File: src/rtl/addsub_ctrl_pkg.sv
// Shared definitions for the up/down counter sweep controller.
//   sweep_state_t   : controller state encoding
//   PRESCALE_W_DEF  : default width of the step-rate divider
//   SWEEP_W_DEF     : default width of the completed-sweep counter
//   is_stepping()   : true in the states where the datapath may be loaded
package addsub_ctrl_pkg;

  localparam int PRESCALE_W_DEF = 8;
  localparam int SWEEP_W_DEF    = 8;

  typedef enum logic [2:0] {
    ST_IDLE  = 3'd0,
    ST_CLEAR = 3'd1,
    ST_UP    = 3'd2,
    ST_DOWN  = 3'd3,
    ST_DONE  = 3'd4
  } sweep_state_t;

  function automatic logic is_stepping(input sweep_state_t st);
    return (st == ST_UP) || (st == ST_DOWN);
  endfunction

endpackage

File: src/rtl/addsub_sweep_ctrl_rate_prescaler.sv
// Step-rate divider for the sweep controller.
//   clk, rst : system clock, asynchronous active-high reset
//   restart  : hold the count at 0 (asserted whenever stepping is not active)
//   period   : tick period minus one
//   tick     : high for one cycle every period+1 cycles while restart is low
module rate_prescaler
  import addsub_ctrl_pkg::*;
#(
  parameter int PRESCALE_W = PRESCALE_W_DEF
) (
  input  logic                  clk,
  input  logic                  rst,
  input  logic                  restart,
  input  logic [PRESCALE_W-1:0] period,
  output logic                  tick
);

  logic [PRESCALE_W-1:0] count;

  // Gating with restart keeps tick clean outside UP/DOWN even though the
  // period latch is not reset.
  assign tick = !restart && (count == period);

  always_ff @(posedge clk or posedge rst) begin
    if (rst) begin
      count <= '0;
    end else if (restart || tick) begin
      count <= '0;
    end else begin
      count <= count + 1'b1;
    end
  end

endmodule

File: src/rtl/addsub_sweep_ctrl.sv
// Sequencing FSM for the 16-bit up/down counter datapath. Produces paced
// triangle sweeps: clear, count up to the upper limit, count down to the
// lower limit, then finish or repeat.
//   clk, rst    : system clock, asynchronous active-high reset
//   start       : run request, accepted only in IDLE
//   stop        : abort, highest priority
//   continuous  : 1 = repeat sweeps until stop, 0 = one sweep then DONE
//   prescale    : step period minus one, latched when start is accepted
//   CM, Cm      : datapath at upper / lower limit
//   ld, clr, s  : datapath load enable, synchronous clear, direction (1=down)
//   busy        : high in CLEAR, UP and DOWN
//   done        : one-cycle pulse after the final down step
//   sweeps      : saturating count of completed up+down sweeps
module addsub_sweep_ctrl
  import addsub_ctrl_pkg::*;
#(
  parameter int PRESCALE_W = PRESCALE_W_DEF,
  parameter int SWEEP_W    = SWEEP_W_DEF
) (
  input  logic                  clk,
  input  logic                  rst,
  input  logic                  start,
  input  logic                  stop,
  input  logic                  continuous,
  input  logic [PRESCALE_W-1:0] prescale,
  input  logic                  CM,
  input  logic                  Cm,
  output logic                  ld,
  output logic                  clr,
  output logic                  s,
  output logic                  busy,
  output logic                  done,
  output logic [SWEEP_W-1:0]    sweeps
);

  sweep_state_t          state;
  sweep_state_t          state_nxt;
  logic [PRESCALE_W-1:0] prescale_q;
  logic                  tick;
  logic                  accept;
  logic                  sweep_end;

  function automatic logic [SWEEP_W-1:0] sat_inc(input logic [SWEEP_W-1:0] v);
    return (&v) ? v : v + 1'b1;
  endfunction

  assign accept    = (state == ST_IDLE) && start && !stop;
  assign sweep_end = (state == ST_DOWN) && tick && Cm && !stop;

  // Prescaler is held at 0 outside UP/DOWN, so it starts from 0 on every
  // entry into UP from CLEAR; UP<->DOWN changes happen on ticks, which
  // restart it anyway.
  rate_prescaler #(
    .PRESCALE_W(PRESCALE_W)
  ) u_prescaler (
    .clk    (clk),
    .rst    (rst),
    .restart(!is_stepping(state)),
    .period (prescale_q),
    .tick   (tick)
  );

  always_comb begin
    state_nxt = state;
    case (state)
      ST_IDLE: begin
        if (accept) state_nxt = ST_CLEAR;
      end
      ST_CLEAR: begin
        state_nxt = stop ? ST_IDLE : ST_UP;
      end
      ST_UP: begin
        if (stop)            state_nxt = ST_IDLE;
        else if (tick && CM) state_nxt = ST_DOWN;
      end
      ST_DOWN: begin
        if (stop)            state_nxt = ST_IDLE;
        else if (tick && Cm) state_nxt = continuous ? ST_UP : ST_DONE;
      end
      ST_DONE: begin
        state_nxt = ST_IDLE;
      end
      default: begin
        state_nxt = ST_IDLE;
      end
    endcase
  end

  always_ff @(posedge clk or posedge rst) begin
    if (rst) begin
      state <= ST_IDLE;
    end else begin
      state <= state_nxt;
    end
  end

  always_ff @(posedge clk or posedge rst) begin
    if (rst) begin
      sweeps <= '0;
    end else if (accept) begin
      sweeps <= '0;
    end else if (sweep_end) begin
      sweeps <= sat_inc(sweeps);
    end
  end

  // Step period is only consumed in UP/DOWN, after it has been loaded here.
  always_ff @(posedge clk) begin
    if (accept) begin
      prescale_q <= prescale;
    end
  end

  // A tick at a limit is the reversal/finish step and never loads, so the
  // counter cannot wrap; stop is the only input allowed to reach ld.
  assign ld   = !stop && tick &&
                (((state == ST_UP) && !CM) || ((state == ST_DOWN) && !Cm));
  assign clr  = (state == ST_CLEAR);
  assign s    = (state == ST_DOWN);
  assign busy = (state == ST_CLEAR) || is_stepping(state);
  assign done = (state == ST_DONE);

endmodule

File: config.mk
export PLATFORM = sky130hd
export DESIGN_NAME = addsub_sweep_ctrl
export DESIGN_NICKNAME = d
export VERILOG_FILES = /design/src/rtl/addsub_ctrl_pkg.sv /design/src/rtl/addsub_sweep_ctrl_rate_prescaler.sv /design/src/rtl/addsub_sweep_ctrl.sv
export SDC_FILE = /design/constraint.sdc
export NUM_CORES = 1
export LEC_CHECK = 0
export CAP_MARGIN = 40
export CORE_UTILIZATION = 46
export DETAILED_ROUTE_END_ITERATION = 7
export PLACE_DENSITY = 0.86
export SLEW_MARGIN = 10
export SYNTH_ARGS = -nofsm -noshare
export SYNTH_HDL_FRONTEND = slang
export SYNTH_SLANG_ARGS = --single-unit
File: constraint.sdc
create_clock -name clk -period 1.7 [get_ports clk]
set_input_delay 0.34 -clock clk [delete_from_list [all_inputs] [get_ports clk]]
set_output_delay 0.34 -clock clk [all_outputs]
set_load 0.02 [all_outputs]
* Yosys cells after proc, flatten, opt, wreduce, memory -nomap -nowiden
Index checks and enable logic that the tools add are counted.
Storage, ports and cells: output and inout bits 13, flip-flop bits (word level) 27, word-level logic and storage cells 52, input port bits 15
Cells by class: multiplexer cells 12, equality and inequality tests 9, $add $sub $neg 2, reductions and logical operators 25
Operator list (count):
- 8-bit 2-to-1 mux | 4
- 3-bit 2-to-1 mux | 6
- 8-bit by 1-bit adder with 8-bit output, second input constant | 2
- 1-bit logical AND | 12
- 3-bit case mux with 4 select lines | 1
- 8-bit == test | 1
- 8-bit AND reduction | 1
- 3-bit by 2-bit == test with 1-bit output, second input constant | 2
- 1-bit zero test | 4
- 1-bit logical OR | 4
- 2-bit inequality test, second input constant | 2
- 3-bit by 1-bit == test with 1-bit output, second input constant | 1
- 3-bit == test, second input constant | 1
- 3-bit zero test | 1
- 3-bit by 2-bit inequality test with 1-bit output, second input constant | 1
- 3-bit inequality test, second input constant | 1
- 3-bit AND reduction | 1
- 2-bit 2-to-1 mux | 1
- 2-bit AND reduction | 1
- 2-bit nonzero test | 1

* Longest topological paths before layout
Gate-level depths: netlist (run 1).
depth in word-level cells 8, gate-level depth with buffers 6, mapped depth without buffers 5

* By module
A second synthesis (run 1) with hierarchy kept.
Unflattened totals: cells, all modules 130, area total of the unflattened synthesis 1383.8 sq um
Modules (own cells, without submodules):
- addsub_sweep_ctrl | sequential area each 515.5 sq um, area each 890.9 sq um, instances 1, cells each 83
- rate_prescaler | sequential area each 200.2 sq um, area each 493.0 sq um, instances 1, cells each 47

* Worst setup path before layout (run 1)
No wires, ideal clock.
path type register -> output, from reg u_prescaler.count[6], to out ld, path slack -0.096 ns, path buffers 1, cell stages (with the launch flop) 6, data arrival time 1.456 ns, path through dfrtp_1 > xor2_1 > nor4_4 > and2_1 > buf_2 > and3_1
Between the ends: word-level cells in the longest chain between the ends 4
RTL lines:
- start, declared | RTL line addsub_sweep_ctrl_rate_prescaler.sv:18 | logic [PRESCALE_W-1:0] count;
- start signal, assigned | RTL line addsub_sweep_ctrl_rate_prescaler.sv:30 | count <= count + 1'b1;
- 8-bit == test | RTL line addsub_sweep_ctrl_rate_prescaler.sv:22 | assign tick = !restart && (count == period);
- 1-bit logical AND | RTL line addsub_sweep_ctrl_rate_prescaler.sv:22
- 1-bit logical AND (2 in a row) | RTL line addsub_sweep_ctrl.sv:116 | assign ld = !stop && tick &&
- end, declared | RTL line addsub_sweep_ctrl.sv:28 | output logic ld,
Every way passes these cells.

* Worst setup path after layout (run 1)
from reg prescale_q[0], to out ld
Between the ends: word-level cells in the longest chain between the ends 4
RTL lines:
- start, declared | RTL line addsub_sweep_ctrl.sv:38 | logic [PRESCALE_W-1:0] prescale_q;
- start signal, assigned | RTL line addsub_sweep_ctrl.sv:110 | prescale_q <= prescale;
- 8-bit == test | RTL line addsub_sweep_ctrl_rate_prescaler.sv:22
- 1-bit logical AND | RTL line addsub_sweep_ctrl_rate_prescaler.sv:22
- 1-bit logical AND (2 in a row) | RTL line addsub_sweep_ctrl.sv:116
Every way passes these cells.

==> impl_metrics.env, run 1 <==
export IMPL_ys_types=38
export IMPL_die_x_um=57.7
export IMPL_instances_no_fill=227
export IMPL_dr_pass1_iters=4
export IMPL_use_met2_pct=40.5
export IMPL_path_buf_inv=1
export IMPL_dp_hpwl_mm=2.27
export IMPL_start_util_pct=50.0
export IMPL_overflow=0
export IMPL_r2r_slack_ns=-0.30
export IMPL_critPathTopFamily="simple AND/OR/NAND/NOR gates"
export IMPL_ant_nets=0
export IMPL_syn_inst=131
export IMPL_grt_pass1_wl_mm=5.40
export IMPL_yosysSeqAreaShare_pct=50.1
export IMPL_hp_class="input port to async pin"
export IMPL_numClockSinks=27
export IMPL_status="finished, violations left"
export IMPL_drt_iter0_drc=49
export IMPL_dp_slack_ns=-0.536
export IMPL_async_reset_ff_share_pct=70.4
export IMPL_fin_nets=214
export IMPL_layout_common_cells="buf_4, dfrtp_1, clkdlybuf4s50_1"
export IMPL_fp_dieArea_um2=3330
export IMPL_syn_nets=148
export IMPL_grt_max_degree=20
export IMPL_root_buffer="clkbuf_4"
export IMPL_syn_area_per_cell_um2=10.9
export IMPL_place_area_um2=1910
export IMPL_grt_pass1_vias=1201
export IMPL_cts_tree="done"
export IMPL_worstPathArrival_ns=1.75
export IMPL_grtUsageMet3_pct=2.23
export IMPL_seq_area_um2=717
export IMPL_synthesis_area_um2=1430
export IMPL_grt_use_met1_pct=26.4
export IMPL_p_leak_uw=0.00101
export IMPL_io_buffers=27
export IMPL_cp_required_ns=1.36
export IMPL_fin_tns_setup_ns=-1.74
export IMPL_viasPerCell=5.63
export IMPL_tightest_slew_ns=0.333
export IMPL_ir_worst_vdd_uv=421
export IMPL_finalCriticalPeriod_ns=2.09
export IMPL_powerDensity_nw_per_um2=561
export IMPL_ys_warn_count=0
export IMPL_rsz0062_at_grt="true"
export IMPL_routedWlPerCell_um=16.4
export IMPL_grt_busiest_layer="met2"
export IMPL_ios=28
export IMPL_synth_ff_type="dfrtp_1"
export IMPL_drive_gt1_share_pct=37.8
export IMPL_r2r_end="sweeps[6]$_DFFE_PP0P_"
export IMPL_cp_slowest_cell="edfxtp_1"
export IMPL_placed_cells=209
export IMPL_via_count=1279
export IMPL_cpPeakStageDelay_ns=0.40
export IMPL_critPathKind="register to output port"
export IMPL_skew_ns=0.00608
export IMPL_multi_input_area_um2=772
export IMPL_maxCapViolations=0
export IMPL_relSlewSlack_pct=77.6
export IMPL_path_cells="xor2_1, nor4_4, and2_4, and3_4, buf_6"
export IMPL_cp_end_kind="output port"
export IMPL_finalWorstSetupSlack_ns=-0.392
export IMPL_rows=19
export IMPL_drv_slew=0
export IMPL_clkLatencyLatePin_ns=0.33
export IMPL_grt_usage_pct=21.5
export IMPL_die_h_um=57.7
export IMPL_cts_clk_slew_worst_paths_ns=0.14
export IMPL_areaGrowthSynthToFinish_pct=50.2
export IMPL_htreeDepth=1
export IMPL_globalplace_congestion=0.894
export IMPL_start_kind="register"
export IMPL_critPathMaxFanout=2
export IMPL_coreArea_um2=2850
export IMPL_hold_violations=0
export IMPL_final_common_cell="buf_4"
export IMPL_r2r_start="u_prescaler.count[2]$_DFF_PP0_"
export IMPL_violations="setup timing"
export IMPL_fillCellCount=193
export IMPL_fmax_mhz=478
export IMPL_finalSetupViolations=19
export IMPL_cts_buffers=3
export IMPL_antennaDiodeCount=0
export IMPL_routed_wirelength_mm=3.72
export IMPL_ys_ff_latch=27
export IMPL_remaining_drc_errors=0
export IMPL_clock_path_buffers=2
export IMPL_period_share_pct=123
export IMPL_synth_edff_count=8
export IMPL_design_area_um2=2140
export IMPL_hold_worst_slack_ns=0.309
export IMPL_antenna_found_initial=0
export IMPL_worstRegToRegCells=7
## state kept, by name, indices dropped and copies added (netlist names)
name / count
prescale_q: 8
sweeps: 8
u_prescaler.count: 8
state: 3
## synth_stat cells (all sizes together), types with 2 or more instances
cell type,count,area (µm²)
dfrtp,19,475
xor2,14,123
nor2,13,48.8
edfxtp,8,240
nand2,8,30.0
nand3,7,35.0
and2,5,31.3
and3,5,32.5
nand4,5,31.3
a21oi,4,20.0
buf,4,26.3
inv,4,15.0
mux2i,4,40.0
a31o,2,17.5
ha,2,25.0
nand2b,2,12.5
nand3b,2,15.0
nor3,2,10.0
nor3b,2,15.0
nor4,2,42.5
o21ai,2,10.0
## metrics by stage
| step | utilization (%) | total power [µW] |
|---|---|---|
| 2_1_floorplan | - | 785 |
| 3_3_place_gp | 66.9 | 879 |
| 3_5_place_dp | 66.9 | 885 |
| 4_1_cts | 71.4 | 1190 |
| 5_1_grt | 75.2 | 1260 |
| 6_report | 75.2 | 1200 |
## what timing repair did
item / in CTS / in global routing
buffers inserted: 8 / 7
hold buffers: 0 / 0
gates cloned: 1 / 0
setup endpoints to repair: 30 / 29
pin swaps: 19 / 13
gates resized for setup: 42 / 25
## cells by family (layout without fill, tap and decap cells)
family / Yosys count / count (layout) / share of synthesized area, %
and+or+nand+nor: 62 / 62 / 27.1
xor gates and xnor gates: 15 / 15 / 9.20
DFF: 27 / 27 / 50.1
AOI/OAI and AO/OA: 13 / 13 / 6.14
buffers and inverters: 8 / 73 / 2.89
muxes: 4 / 4 / 2.80
adders and majority gates: 2 / 2 / 1.75
## power breakdown
group / internal, µW / switching (µW) / leakage (µW) / total (µW)
registers: 687 / 10.5 / 0.000336 / 698
clock network: 92.1 / 189 / 0.0000150 / 281
logic: 120 / 105 / 0.000657 / 225
total: 899 / 305 / 0.00101 / 1200
## worst register-to-register path: cells and delay by family, from the launching register on
kind | cells | cell delay [ns]
buffers and inverters | 2 | 0.25
AND/OR/NAND/NOR | 3 | 0.92
XOR/XNOR | 1 | 0.20
AO/OA/AOI/OAI | 1 | 0.14
flip-flops | 1 | 0.44
## layer usage
metal | vias to the layer above | share of wire, %
met4 | 0 | 1.1
met5 | - | 0
li1 | 601 | -
met3 | 6 | 3.5
met1 | 642 | 40
met2 | 30 | 55
## how the worst max path moves through the flow
stage,startpoint,to,cells past startpoint
floorplan,u_prescaler.count[0]$_DFF_PP0_,ld,5
global placement,prescale_q[0]$_DFFE_PN_,ld,5
detailed placement,stop,ld,4
CTS,u_prescaler.count[6]$_DFF_PP0_,ld,5
global route,u_prescaler.count[2]$_DFF_PP0_,ld,5
finish,prescale_q[0]$_DFFE_PN_,ld,5
## layout make-up
type | count | area share, %
multi-input combinational | 96 | 36.0
sequential | 27 | 33.4
timing repair buffer | 64 | 26.3
tap | 31 | 1.81
clock buffer | 4 | 1.23
inverter | 4 | 0.933
timing repair inverter | 1 | 0.350
Note: power is estimated with default switching activity, not from simulation.
==> inputs of run 2 (changes only) <==
CORE_UTILIZATION = 54   (was 46)
PLACE_DENSITY = 0.94   (was 0.86)
SETUP_SLACK_MARGIN = 0.15   (was unset)
clock period = 2.65 ns   (was 1.7 ns; I/O delays follow)
==> impl_metrics.env, run 2 (synthesized netlist as in run 1, its figures left out) <==
export IMPL_maxCapViolations=0
export IMPL_ant_nets=0
export IMPL_start_util_pct=57.6
export IMPL_r2r_slack_ns=0.69
export IMPL_p_int_uw=543
export IMPL_drt_iter0_drc=22
export IMPL_powerDensity_nw_per_um2=406
export IMPL_ios=28
export IMPL_fmax_mhz=425
export IMPL_finalWorstSetupSlack_ns=0.296
export IMPL_drive_gt1_share_pct=9.15
export IMPL_cts_tree="done"
export IMPL_routedWlPerCell_um=15.0
export IMPL_top_regs="prescale_q: 8 flops, sweeps: 8 flops, u_prescaler.count: 8 flops"
export IMPL_switching_share_pct=24.9
export IMPL_hp_class="register to register"
export IMPL_fp_dieArea_um2=2850
export IMPL_antennaDiodeCount=0
export IMPL_worstPathArrival_ns=1.82
export IMPL_io_buffers=27
export IMPL_remaining_drc_errors=0
export IMPL_die_x_um=53.4
export IMPL_status="completed"
export IMPL_cp_required_ns=2.12
export IMPL_finalCriticalPeriod_ns=2.35
export IMPL_rows=18
export IMPL_grt_pass1_wl_mm=4.89
export IMPL_cpPeakStageDelay_ns=0.47
export IMPL_p_switching_uw=180
export IMPL_areaGrowthSynthToFinish_pct=24.6
export IMPL_root_buffer="clkbuf_4"
export IMPL_critPathKind="register to output port"
export IMPL_relSlewSlack_pct=51.2
export IMPL_dr_pass1_iters=4
export IMPL_layout_common_cells="clkdlybuf4s50_1, dfrtp_1, xor2_1"
export IMPL_ir_worst_vdd_uv=338
export IMPL_cts_clk_slew_worst_paths_ns=0.15
export IMPL_coreArea_um2=2480
export IMPL_fin_tns_setup_ns=0
export IMPL_grt_max_degree=20
export IMPL_p_leak_uw=0.000755
export IMPL_drv_slew=0
export IMPL_via_count=1131
export IMPL_cp_slowest_cell="dfrtp_1"
export IMPL_htreeDepth=1
export IMPL_overflow=0
export IMPL_antenna_found_initial=0
export IMPL_worstRegToRegCells=6
export IMPL_start_kind="register"
export IMPL_grt_usage_pct=24.3
export IMPL_cts_buffers=3
export IMPL_cts_hold_buf=0
export IMPL_die_h_um=53.4
export IMPL_hold_path_depth=1
export IMPL_rsz0062_at_grt="false"
export IMPL_clock_path_buffers=2
export IMPL_p_comb_share_pct=12.1
export IMPL_cp_end_kind="output port"
export IMPL_clkLatencyLatePin_ns=0.33
export IMPL_skew_ns=0.00597
export IMPL_path_cells="xor2_1, nor4_4, and2_1, and3_1, clkbuf_2"
export IMPL_fin_nets=182
export IMPL_tightest_slew_ns=0.731
export IMPL_p_clk_share_pct=25.3
export IMPL_period_share_pct=88.8
export IMPL_viasPerCell=5.83
export IMPL_numClockSinks=27
export IMPL_critPathMaxFanout=5
export IMPL_routed_wirelength_mm=2.91
export IMPL_dp_slack_ns=0.0950
export IMPL_final_common_cell="clkdlybuf4s50_1"
export IMPL_finalSetupViolations=0
export IMPL_dp_hpwl_mm=2.13
export IMPL_seqPwrFrac_pct=62.6
export IMPL_grt_pass1_vias=1140
export IMPL_globalplace_congestion=0.873
export IMPL_hold_violations=0
## run 2: changes by cell type in the layout (fill, tap and decap cells not counted), moves of 6 or more
cell	previous run	this run
buf_6	8	0
buf_4	31	6
nor2_2	6	0
clkdlybuf4s50_1	14	26
dlygate4sd2_1	8	0
nor2_1	6	13
## run 2: power by group through the flow
stage / Clock (µW) / Sequential, µW / Combinational (µW)
floorplan: 0 / 454 / 49.3
global placement: 0 / 460 / 84.2
detailed placement: 0 / 461 / 86.9
CTS: 186 / 452 / 87.7
global route: 197 / 454 / 95.5
finish: 183 / 452 / 87.4
## run 2: what timing repair did
| action | 4_1_cts | 5_1_grt |
|---|---|---|
| setup endpoints to repair | 1 | 1 |
| buffers inserted | 1 | 0 |
| resized for setup | 2 | 1 |
| pin swaps | 1 | 0 |
## run 2: stage by stage
step | utilization [%] | instances | instance area, µm² | hold WS [ns] | power (µW)
floorplan | - | 131 | 1430 | 0.481 | 503
global placement | 70.5 | 189 | 1750 | 0.513 | 544
detailed placement | 70.5 | 189 | 1750 | 0.541 | 548
CTS | 72.0 | 194 | 1780 | 0.564 | 726
global route | 71.8 | 194 | 1780 | 0.599 | 747
finish | 71.8 | 194 | 1780 | 0.562 | 723
## run 2: layout make-up
class                           instances  area [µm²]
Inverter                                4        15.0
Clock buffer                            3        22.5
Tap cell                               30        37.5
Timing Repair Buffer                   33         310
Multi-Input combinational cell         96         671
Clock inverter                          1        7.51
Fill cell                             179         698
Sequential cell                        27         716
## run 2: per-layer routing
metal | part of all wire, % | GRT usage [%] | up-vias
met3 | 2.6 | 3.16 | 6
met5 | 0 | 0 | -
met2 | 53 | 42.5 | 20
met1 | 43 | 29.2 | 567
li1 | - | - | 538
met4 | 1.6 | 10.5 | 0
## run 2: critical path: cells and delay by family, from the launching register on
family	cells	cell delay, ns
xor+xnor	1	0.19
buf+inv	1	0.16
flops	1	0.47
simple gates	3	0.68
## run 2: worst paths after layout
kind	from	end
hold reg to reg	sweeps[0]$_DFFE_PP0P_	sweeps[0]$_DFFE_PP0P_
min in group asynchronous	rst	u_prescaler.count[2]$_DFF_PP0_
max in group asynchronous	rst	state[0]$_DFFE_PP0P_
hold / removal	sweeps[0]$_DFFE_PP0P_	sweeps[0]$_DFFE_PP0P_
setup reg to reg	u_prescaler.count[1]$_DFF_PP0_	sweeps[6]$_DFFE_PP0P_
setup / recovery	u_prescaler.count[1]$_DFF_PP0_	ld
